## src/rtl/tff_toggle_arbiter.sv

```systemverilog
`default_nettype none
// ============================================================================
// Module   : tff_toggle_arbiter
// Purpose  : Round-robin arbiter sharing one WIDTH-bit bank of toggle
//            flip-flops among NREQ requesters. The winning requester's mask
//            is latched into a master register, then committed to the bank
//            as q ^ mask, with a registered grant/ack handshake.
// Ports    : clk   - rising-edge clock
//            reset - asynchronous, active-high; clears all state
//            req   - per-requester toggle request (level)
//            mask  - flattened masks, requester i owns mask[i*WIDTH +: WIDTH]
//            gnt   - one-hot grant, registered
//            ack   - one-hot completion, registered, one cycle wide
//            q     - toggle bank state, registered
//            busy  - high whenever a transaction is in flight
// Revision : 1.0 - initial release
// ============================================================================
module tff_toggle_arbiter #(
    parameter int NREQ  = 4,
    parameter int WIDTH = 8
) (
    input  logic                  clk,
    input  logic                  reset,
    input  logic [NREQ-1:0]       req,
    input  logic [NREQ*WIDTH-1:0] mask,
    output logic [NREQ-1:0]       gnt,
    output logic [NREQ-1:0]       ack,
    output logic [WIDTH-1:0]      q,
    output logic                  busy
);

    localparam int c_PTR_W = (NREQ > 1) ? $clog2(NREQ) : 1;
    // One extra bit so a rotation distance of up to NREQ-1 plus NREQ fits.
    localparam int c_DW    = c_PTR_W + 1;

    localparam logic [c_PTR_W-1:0] c_LAST = c_PTR_W'(NREQ - 1);

    localparam logic [1:0] c_IDLE   = 2'd0;
    localparam logic [1:0] c_COMMIT = 2'd1;
    localparam logic [1:0] c_DONE   = 2'd2;

    logic [1:0]         r_state;
    logic [1:0]         w_state_nxt;
    logic [c_PTR_W-1:0] r_ptr;
    logic [WIDTH-1:0]   r_master;
    logic [WIDTH-1:0]   r_q;
    logic [NREQ-1:0]    r_gnt;
    logic [NREQ-1:0]    r_ack;

    logic               w_found;
    logic [c_PTR_W-1:0] w_winner;
    logic [c_PTR_W-1:0] w_next_ptr;
    logic [WIDTH-1:0]   w_win_mask;
    logic [NREQ-1:0]    w_win_onehot;

    // ------------------------------------------------------------------------
    // Round-robin pick: each requester's priority is its rotational distance
    // from the pointer; the smallest distance among active requests wins.
    // Indices stay loop constants, so every select is a fixed wire slice.
    // ------------------------------------------------------------------------
    always_comb begin
        logic [c_DW-1:0] w_dist;
        logic [c_DW-1:0] w_best;
        w_found    = 1'b0;
        w_winner   = '0;
        w_win_mask = '0;
        w_best     = '1;
        w_dist     = '0;
        for (int i = 0; i < NREQ; i++) begin
            if (c_PTR_W'(i) >= r_ptr) begin
                w_dist = {1'b0, c_PTR_W'(i)} - {1'b0, r_ptr};
            end else begin
                w_dist = {1'b0, c_PTR_W'(i)} + c_DW'(NREQ) - {1'b0, r_ptr};
            end
            if (req[i] && (!w_found || (w_dist < w_best))) begin
                w_found    = 1'b1;
                w_best     = w_dist;
                w_winner   = c_PTR_W'(i);
                w_win_mask = mask[i*WIDTH +: WIDTH];
            end
        end
    end

    assign w_next_ptr   = (w_winner == c_LAST) ? '0 : (w_winner + 1'b1);
    assign w_win_onehot = {{(NREQ-1){1'b0}}, 1'b1} << w_winner;

    // ------------------------------------------------------------------------
    // State register
    // ------------------------------------------------------------------------
    always_ff @(posedge clk or posedge reset) begin
        if (reset) begin
            r_state <= c_IDLE;
        end else begin
            r_state <= w_state_nxt;
        end
    end

    // ------------------------------------------------------------------------
    // Next-state logic
    // ------------------------------------------------------------------------
    always_comb begin
        w_state_nxt = r_state;
        case (r_state)
            c_IDLE:   if (w_found) w_state_nxt = c_COMMIT;
            c_COMMIT: w_state_nxt = c_DONE;
            c_DONE:   w_state_nxt = c_IDLE;
            default:  w_state_nxt = c_IDLE;
        endcase
    end

    // ------------------------------------------------------------------------
    // Registered datapath: request capture, bank commit and handshake.
    // req/mask only matter on the IDLE edge; later changes are ignored.
    // ------------------------------------------------------------------------
    always_ff @(posedge clk or posedge reset) begin
        if (reset) begin
            r_ptr    <= '0;
            r_master <= '0;
            r_q      <= '0;
            r_gnt    <= '0;
            r_ack    <= '0;
        end else begin
            case (r_state)
                c_IDLE: begin
                    if (w_found) begin
                        r_gnt    <= w_win_onehot;
                        r_master <= w_win_mask;
                        r_ptr    <= w_next_ptr;
                    end
                end
                c_COMMIT: begin
                    r_q   <= r_q ^ r_master;
                    // gnt already holds the winner's one-hot code.
                    r_ack <= r_gnt;
                end
                c_DONE: begin
                    r_gnt <= '0;
                    r_ack <= '0;
                end
                default: begin
                    r_gnt <= '0;
                    r_ack <= '0;
                end
            endcase
        end
    end

    // ------------------------------------------------------------------------
    // Output logic
    // ------------------------------------------------------------------------
    always_comb begin
        busy = (r_state != c_IDLE);
    end

    assign gnt = r_gnt;
    assign ack = r_ack;
    assign q   = r_q;

endmodule
`default_nettype wire

```

## config.mk

```make
export PLATFORM = sky130hd
export DESIGN_NAME = tff_toggle_arbiter
export DESIGN_NICKNAME = d
export VERILOG_FILES = /design/src/rtl/tff_toggle_arbiter.sv
export SDC_FILE = /design/constraint.sdc
export NUM_CORES = 1
export LEC_CHECK = 0
export ABC_AREA = 1
export CAP_MARGIN = 20
export CELL_PAD_IN_SITES_DETAIL_PLACEMENT = 1
export CELL_PAD_IN_SITES_GLOBAL_PLACEMENT = 1
export CORE_UTILIZATION = 34
export CTS_BUF_LIST = sky130_fd_sc_hd__clkbuf_8
export CTS_CLUSTER_DIAMETER = 80
export CTS_CLUSTER_SIZE = 14
export DETAILED_ROUTE_END_ITERATION = 12
export HOLD_SLACK_MARGIN = 0.02
export PLACE_DENSITY = 0.84
export SYNTH_ARGS = -nofsm -noshare
export SYNTH_HDL_FRONTEND = slang
export SYNTH_SLANG_ARGS = --single-unit
```

## constraint.sdc

```tcl
create_clock -name clk -period 4.2 [get_ports clk]
set_input_delay 0.84 -clock clk [delete_from_list [all_inputs] [get_ports clk]]
set_output_delay 0.84 -clock clk [all_outputs]
set_load 0.05 [all_outputs]
```

== After elaboration in Yosys (flattened, before gate mapping) ==
Cells that the tools add are included.

* Flip-flop bits (word level): 28
* Logic and storage cells: 65
* Output and inout bits: 17
* Input port bits: 38

* Bitwise gates (word level): 2
* Order comparisons: 7
* Reduce and logical (&&, ||, !) cells: 13
* Shift operators: 1
* Equality and inequality tests: 3
* Mux-type cells: 24
* Add/sub/neg operators: 9

{| class="wikitable"
|+ Operator list
! kind !! count
|-
| 8-bit 2-to-1 mux || 4
|-
| 3-bit 2-to-1 mux || 7
|-
| 4-bit one-hot mux with 2 select lines || 2
|-
| 3-bit by 2-bit subtractor with 3-bit output (first input constant) || 4
|-
| 3-bit less-than comparator || 3
|-
| 2-bit 2-to-1 mux || 4
|-
| 8-bit bitwise XOR || 1
|-
| 1-bit by 2-bit subtractor with 3-bit output (first input constant) || 2
|-
| 2-bit by 2-bit subtractor with 3-bit output (first input constant) || 2
|-
| 1-bit 2-to-1 mux || 5
|-
| 1-bit by 2-bit greater-or-equal comparator with 1-bit output (first input constant) || 2
|-
| 2-bit greater-or-equal comparator (first input constant) || 2
|-
| 4-bit 2-to-1 mux || 1
|-
| 2-bit one-hot mux with 2 select lines || 1
|-
| 2-bit AND reduction || 2
|-
| 1-bit by 2-bit << shifter with 4-bit output (first input constant) || 1
|-
| 1-bit logical AND || 3
|-
| 1-bit logical NOT || 3
|-
| 1-bit logical OR || 3
|-
| 2-bit by 1-bit adder with 2-bit output (second input constant) || 1
|-
| 2-bit by 1-bit == test with 1-bit output (second input constant) || 1
|-
| 2-bit == test (second input constant) || 1
|-
| 2-bit logical NOT || 1
|-
| 2-bit != test (second input constant) || 1
|-
| 2 further kinds || 2
|}

== Longest topological paths before layout ==
Gate-level depths: netlist of run 1.

* Depth in word-level cells: 18
* Mapped depth: 29
* Mapped depth without buffers: 28

== Least setup slack after synthesis of run 1 ==
OpenSTA, ideal clock, no wires.

* Path kind: input to register
* From: input port req[0]
* To: register r_ptr[1]
* Library setup time: 0.083 ns
* Path buffers: 1
* Stages on the path: 21
* Arrival: 3.546 ns
* Path slack: 0.571 ns
* Data required time: 4.117 ns
* Cells stage by stage: ha_1 -> nand2_1 -> nand2_1 -> nand2_1 -> nand2_1 -> o21ai_0 -> ha_1 -> a21oi_1 -> nand2_1 -> nand2_1 -> nand2_2 -> buf_2 -> nand2_1 -> o21ai_0 -> ha_1 -> nand3_4 -> nand3_4 -> nand2_2 -> inv_1 -> ha_1 -> o21ai_0

* Cells in the longest elaborated chain, start to end: 15
* Elaborated cells on any way between the ends: 26
* Classes of those cells: 1 x add/sub; 3 x order compare; 1 x eq/ne; 11 x mux; 10 x reduce/logical

{| class="wikitable"
|+ RTL lines
! what !! RTL line !! source
|-
| start: declaration || 24 || <nowiki>input logic [NREQ-1:0] req,</nowiki>
|-
| 3-bit 2-to-1 mux / 1-bit 2-to-1 mux (equally long branches) || 75 || <nowiki>if (req[i] && (!w_found || (w_dist < w_best))) begin</nowiki>
|-
| 3-bit less-than comparator / 1-bit logical NOT (equally long branches) || 75 ||
|-
| 1-bit logical OR || 75 ||
|-
| 1-bit logical AND || 75 ||
|-
| 3-bit 2-to-1 mux / 1-bit 2-to-1 mux (equally long branches) || 75 ||
|-
| 3-bit less-than comparator / 1-bit logical NOT (equally long branches) || 75 ||
|-
| 1-bit logical OR || 75 ||
|-
| 1-bit logical AND || 75 ||
|-
| 3-bit 2-to-1 mux / 1-bit 2-to-1 mux (equally long branches) || 75 ||
|-
| 3-bit less-than comparator / 1-bit logical NOT (equally long branches) || 75 ||
|-
| 1-bit logical OR || 75 ||
|-
| 1-bit logical AND || 75 ||
|-
| 2-bit 2-to-1 mux || 75 ||
|-
| 2-bit by 1-bit adder with 2-bit output / 2-bit == test (equally long branches) || 84 || <nowiki>assign w_next_ptr = (w_winner == c_LAST) ? '0 : (w_winner + 1'b1);</nowiki>
|-
| 2-bit 2-to-1 mux || 84 ||
|-
| end signal: assignment || 128 || <nowiki>r_ptr <= w_next_ptr;</nowiki>
|-
| end: declaration || 44 || <nowiki>logic [c_PTR_W-1:0] r_ptr;</nowiki>
|}

Several ways; a longest one is shown, not always the timed one.
A chain may end at the register's enable or synchronous reset.

== Final worst setup path of run 1 ==
Same ends and word-level chain as after synthesis.

==> impl_metrics.json, run 1 <==
{
  "cts.sinks": 28,
  "clk_latency_ns": 0.27,
  "rows": 25,
  "routabilityCongestion": 0.748,
  "cts_made_buffers": 3,
  "worstSetupEndpoint": "r_ptr[1]$_DFFE_PP0P_",
  "antenna_found_initial": 0,
  "fin_util_pct": 51.2,
  "port-buffer-count": 54,
  "crit_arrival_ns": 4.04,
  "nNetsFinal": 340,
  "drive_gt1_share_pct": 7.24,
  "via_per_inst": 4.62,
  "drt_first_pass_iters": 4,
  "hold_class": "reg -> reg",
  "io_pins": 55,
  "startpoint": "req[0]",
  "synth.area.mux_share_pct": 0,
  "vias": 1651,
  "design_area_mm2": 0.00247,
  "relSlewSlack_pct": 59.8,
  "area_growth_pct": 42.6,
  "core_area_mm2": 0.00482,
  "rsz0062_at_grt": "no",
  "syn_inst": 230,
  "period_minus_slack_ns": 3.84,
  "initial_core_util_pct": 35.9,
  "slew_viol_final": 0,
  "synth_simple_gate_area_share_pct": 32.3,
  "synth_compound_area_share_pct": 5.21,
  "htree_levels": 1,
  "place_worst_setup_slack_ns": -0.0903,
  "grt_max_degree": 29,
  "yosysWarnings": 0,
  "status": "completed",
  "cp.required_ns": 4.40,
  "syn_nets": 279,
  "synthAdderAreaFrac_pct": 7.95,
  "whs_ns": 0.469,
  "fmax_mhz": 260,
  "syn_area_mm2": 0.00173,
  "finalSetupViolCount": 0,
  "synth-xor-area-share_pct": 4.05,
  "ys_types": 17,
  "hold_viol_final": 0,
  "wl_per_cell_um": 12.7,
  "worstReg2RegEnd": "r_ptr[1]$_DFFE_PP0P_",
  "ys_seq_area_share_pct": 40.5,
  "dieHeight_um": 73.3,
  "clk_pin_slew_ns": 0.09,
  "cap_violations": 0,
  "dp.cells": 350,
  "synth_top_family_by_area": "simple AND/OR/NAND/NOR gates",
  "grtUsageTotal_pct": 17.9,
  "p_leak_nw": 1.23,
  "skew_ns": 0.00437,
  "tightest_slew_ns": 0.601,
  "avgSynthCellArea_um2": 7.52,
  "critical_path.startpoint_type": "primary input",
  "dpl.hpwl_um": 3540,
  "post-route-period-util_pct": 91.4,
  "die_x_um": 73.3,
  "end_kind": "flop",
  "final_cell_count_no_fill": 357,
  "placed_cell_area_mm2": 0.00236,
  "grt_overflow": 0,
  "cts_tree": "done",
  "worstSetupPathType": "in -> reg",
  "drt_iter0_drc": 47,
  "yosys_register_bits": 28,
  "cts-root-buf": "clkbuf_8",
  "grt_pass1_vias": 1631,
  "r2r_start": "r_ptr[1]$_DFFE_PP0P_",
  "critPathMaxFanout": 19,
  "fin_ws_ns": 0.361,
  "ir_drop_mv": 0.271,
  "ant_nets": 0,
  "grt_pass1_wl_um": 7430,
  "r2r_cells": 26,
  "wl_um": 4530,
  "power_density_mw_per_mm2": 777,
  "worst-r2r-setup-slack_ns": 0.52,
  "drc_errors": 0,
  "cts_buffer_depth": 2,
  "dieArea_mm2": 0.00538,
  "num_antenna_cells": 0
}
[placed cells by master (no fill, tap or decap), types with 2 or more instances in the layout]
| cell type | instances |
|---|---|
| nand2_1 | 68 |
| clkdlybuf4s50_1 | 54 |
| inv_1 | 39 |
| nand3_1 | 35 |
| dfrtp_1 | 28 |
| o21ai_0 | 12 |
| ha_1 | 11 |
| nand4_1 | 8 |
| xnor2_1 | 8 |
| buf_4 | 6 |
| nor2_1 | 4 |
| nand2_2 | 4 |
| clkbuf_8 | 4 |
| nand3_4 | 2 |
[final cells by class]
type	count	area (µm²)
Timing Repair Buffer	61	613
Sequential cell	28	701
Fill cell	621	2350
Clock buffer	4	55.1
Inverter	40	150
Multi-Input combinational cell	157	865
Tap cell	67	83.8
[what timing repair did]
item,4_1_cts,5_1_grt
endpoints found under the setup margin,0,4
hold buffers,0,0
setup buffers,0,2
endpoints found under the hold margin,0,0
gates resized for setup,0,3
[worst min-delay path by stage]
stage                     cells past startpoint                      end                     from  slack, ns
after global routing                          1         q[6]$_DFFE_PP0N_         q[6]$_DFFE_PP0N_       0.49
after global placement                        1         q[1]$_DFFE_PP0N_         q[1]$_DFFE_PP0N_       0.46
after detailed placement                      1         q[5]$_DFFE_PP0N_         q[5]$_DFFE_PP0N_       0.46
after floorplan                               2  r_master[0]$_DFFE_PP0P_  r_master[0]$_DFFE_PP0P_       0.45
after CTS                                     1         q[1]$_DFFE_PP0N_         q[1]$_DFFE_PP0N_       0.48
final                                         1         q[1]$_DFFE_PP0N_         q[1]$_DFFE_PP0N_       0.47
[state kept, by name (all words and copies together) (netlist names)]
signal	flops
q	8
r_master	8
ack	4
gnt	4
r_ptr	2
r_state	2
[cells in the mapped netlist]
| library cell | instances | share of area (%) |
|---|---|---|
| xnor2_1 | 8 | 4.0 |
| dfrtp_1 | 28 | 40 |
| nand4_1 | 8 | 2.9 |
| nand3_4 | 2 | 2.0 |
| o21ai_2 | 1 | 0.51 |
| a21oi_1 | 1 | 0.29 |
| nor2_1 | 4 | 0.87 |
| clkbuf_1 | 2 | 0.43 |
| o21bai_2 | 1 | 0.65 |
| buf_2 | 3 | 0.87 |
| inv_2 | 1 | 0.22 |
| ha_1 | 11 | 8.0 |
| inv_1 | 39 | 8.5 |
| o21ai_0 | 13 | 3.8 |
| nand3_1 | 35 | 10 |
| nand2_1 | 69 | 15 |
| nand2_2 | 4 | 1.4 |
[critical path, stage by stage]
cell	delay, ns
clkdlybuf4s50_1	0.44
ha_1	0.30
nand2_1	0.07
nand2_1	0.07
nand2_1	0.06
nand2_1	0.08
o21ai_0	0.25
ha_1	0.30
nand2_1	0.06
inv_1	0.04
nand2_1	0.06
nand2_1	0.05
nand2_1	0.09
nand2_2	0.07
buf_4	0.20
nand2_1	0.15
nand2_1	0.13
nand3_4	0.12
nand3_4	0.10
nand2_4	0.10
inv_1	0.06
ha_1	0.27
o21ai_1	0.13
[where the power goes]
group	switching [mW]	internal [mW]
Clock	0.0816	0.0840
Combinational	0.805	0.456
Sequential	0.0910	0.400
Total	0.978	0.940
[kinds of logic after synthesis]
logic type,after synthesis
adders and majority gates,11
and+or+nand+nor,122
DFF,28
xor gates and xnor gates,8
AOI/OAI and AO/OA,16
buffers and inverters,45
[per-stage QoR]
step                TNS (ns)  total power [mW]
detailed placement    -0.144              1.73
CTS                        0              1.90
finish                     0              1.92
floorplan                  0              1.35
global route               0              2.09
global placement           0              1.67
[routing by layer]
metal,wire length [µm],GRT usage [%]
met5,0,0
met4,120,6.41
met3,106,1.78
met2,2300,31.0
met1,2000,23.1
(Power assumes the default switching activity.)
==> run 2, diff against run 1 <==
--- a/config.mk
+++ b/config.mk
@@ -9,13 +9,14 @@
 export CAP_MARGIN = 20
 export CELL_PAD_IN_SITES_DETAIL_PLACEMENT = 1
 export CELL_PAD_IN_SITES_GLOBAL_PLACEMENT = 1
-export CORE_UTILIZATION = 34
+export CORE_UTILIZATION = 46
 export CTS_BUF_LIST = sky130_fd_sc_hd__clkbuf_8
 export CTS_CLUSTER_DIAMETER = 80
 export CTS_CLUSTER_SIZE = 14
 export DETAILED_ROUTE_END_ITERATION = 12
+export DONT_BUFFER_PORTS = 1
 export HOLD_SLACK_MARGIN = 0.02
-export PLACE_DENSITY = 0.84
+export PLACE_DENSITY = 0.83
 export SYNTH_ARGS = -nofsm -noshare
 export SYNTH_HDL_FRONTEND = slang
 export SYNTH_SLANG_ARGS = --single-unit
==> impl_metrics.json, run 2 (same netlist as run 1, synthesis figures left out) <==
{
  "status": "completed",
  "slowest_stage": "dfrtp_2",
  "cts_buffer_depth": 2,
  "placed_cell_area_mm2": 0.00177,
  "ff_latch_area_um2": 703,
  "area_growth_pct": 6.58,
  "p_total_mw": 1.66,
  "worstSetupPathType": "reg -> reg",
  "finalSetupViolCount": 0,
  "relSlewSlack_pct": 64.5,
  "rows": 21,
  "die_x_um": 63.3,
  "clk_latency_ns": 0.28,
  "cp.required_ns": 4.39,
  "place_worst_setup_slack_ns": 0.222,
  "cts.sinks": 28,
  "mostFrequentLayoutCells": "69 x nand2_1, 39 x inv_1, 35 x nand3_1",
  "skew_ns": 0.00214,
  "antenna_found_initial": 0,
  "initial_core_util_pct": 49.9,
  "cp_num_buf_inv": 4,
  "dieHeight_um": 63.3,
  "drt_iter0_drc": 97,
  "htree_levels": 1,
  "rsz0062_at_grt": "no",
  "end_kind": "flop",
  "core_area_mm2": 0.00347,
  "dieArea_mm2": 0.00401,
  "cts_made_buffers": 3,
  "drive_gt1_share_pct": 6.96,
  "grt_pass1_vias": 1560,
  "grt_max_degree": 29,
  "vias": 1466,
  "dpl.hpwl_um": 3130,
  "power_density_mw_per_mm2": 900,
  "io_pins": 55,
  "hold_viol_final": 0,
  "via_per_inst": 5.31,
  "drt_first_pass_iters": 4,
  "whs_ns": 0.341,
  "fin_util_pct": 53.2,
  "ir_drop_mv": 0.305,
  "design_area_mm2": 0.00184,
  "wl_um": 3960,
  "fin_ws_ns": 0.404,
  "clk_pin_slew_ns": 0.08,
  "ant_nets": 0,
  "wl_per_cell_um": 14.4,
  "grt_overflow": 0,
  "cts_tree": "done",
  "final_cell_count_no_fill": 276,
  "period_minus_slack_ns": 3.80,
  "hold_class": "in -> async",
  "num_antenna_cells": 0,
  "port-buffer-count": 0,
  "grt_pass1_wl_um": 6900,
  "tightest_slew_ns": 0.531,
  "final_common_cell": "nand2_1",
  "routabilityCongestion": 0.770,
  "fmax_mhz": 263,
  "nFillCells": 466,
  "slew_viol_final": 0,
  "crit_family": "adder cells",
  "cts-root-buf": "clkbuf_8",
  "crit_arrival_ns": 3.99,
  "drc_errors": 0,
  "nNetsFinal": 281,
  "critPathMaxFanout": 10,
  "crit_top_cell": "nand2_1",
  "grtUsageTotal_pct": 22.1,
  "cap_violations": 0,
  "post-route-period-util_pct": 90.4,
  "slowest_delay_ns": 0.44,
  "multiInputGateArea_um2": 857,
  "p_leak_nw": 0.985,
  "tns_ns": 0,
  "dp.cells": 272,
  "critical_path.startpoint_type": "flop"
}
## run 2: where the power goes
group / switching [mW] / internal (mW) / leakage [nW]
registers: 0.337 / 0.397 / 0.347
clock network: 0.0777 / 0.0645 / 0.0216
logic: 0.514 / 0.270 / 0.616
## run 2: timing repair
item | in CTS | in global routing
resized for setup | 0 | 4
hold buffers | 0 | 0
endpoints found under the setup margin | 0 | 4
setup buffers | 0 | 0
## run 2: metal layers
metal / routed length [µm] / vias to the layer above / share of wire, % / track usage [%]
met1: 1680 / 679 / 42 / 25.3
li1: - / 726 / - / -
met4: 71 / 0 / 1.8 / 9.94
met3: 217 / 6 / 5.5 / 3.80
met2: 2000 / 55 / 50 / 39.6
met5: 0 / - / 0 / 0
## run 2: final cells by class
| class | count | share of cell area, % |
|---|---|---|
| Clock buffer | 3 | 2.24 |
| Sequential cell | 28 | 38.1 |
| Tap cell | 46 | 3.12 |
| Inverter | 40 | 8.14 |
| Timing Repair Buffer | 2 | 1.90 |
| Multi-Input combinational cell | 157 | 46.5 |
## run 2: worst paths after layout
kind / start / depth (start not counted) / slack, ns / to
setup / recovery: r_ptr[1]$_DFFE_PP0P_ / 26 / 0.40 / r_ptr[1]$_DFFE_PP0P_
hold / removal: reset / 1 / 0.34 / q[1]$_DFFE_PP0N_
setup reg to reg: r_ptr[1]$_DFFE_PP0P_ / 26 / 0.40 / r_ptr[1]$_DFFE_PP0P_
hold reg to reg: r_master[6]$_DFFE_PP0P_ / 2 / 0.49 / r_master[6]$_DFFE_PP0P_
max in group asynchronous: reset / 2 / 3.48 / r_ptr[1]$_DFFE_PP0P_
min in group clk: r_master[6]$_DFFE_PP0P_ / 2 / 0.49 / r_master[6]$_DFFE_PP0P_
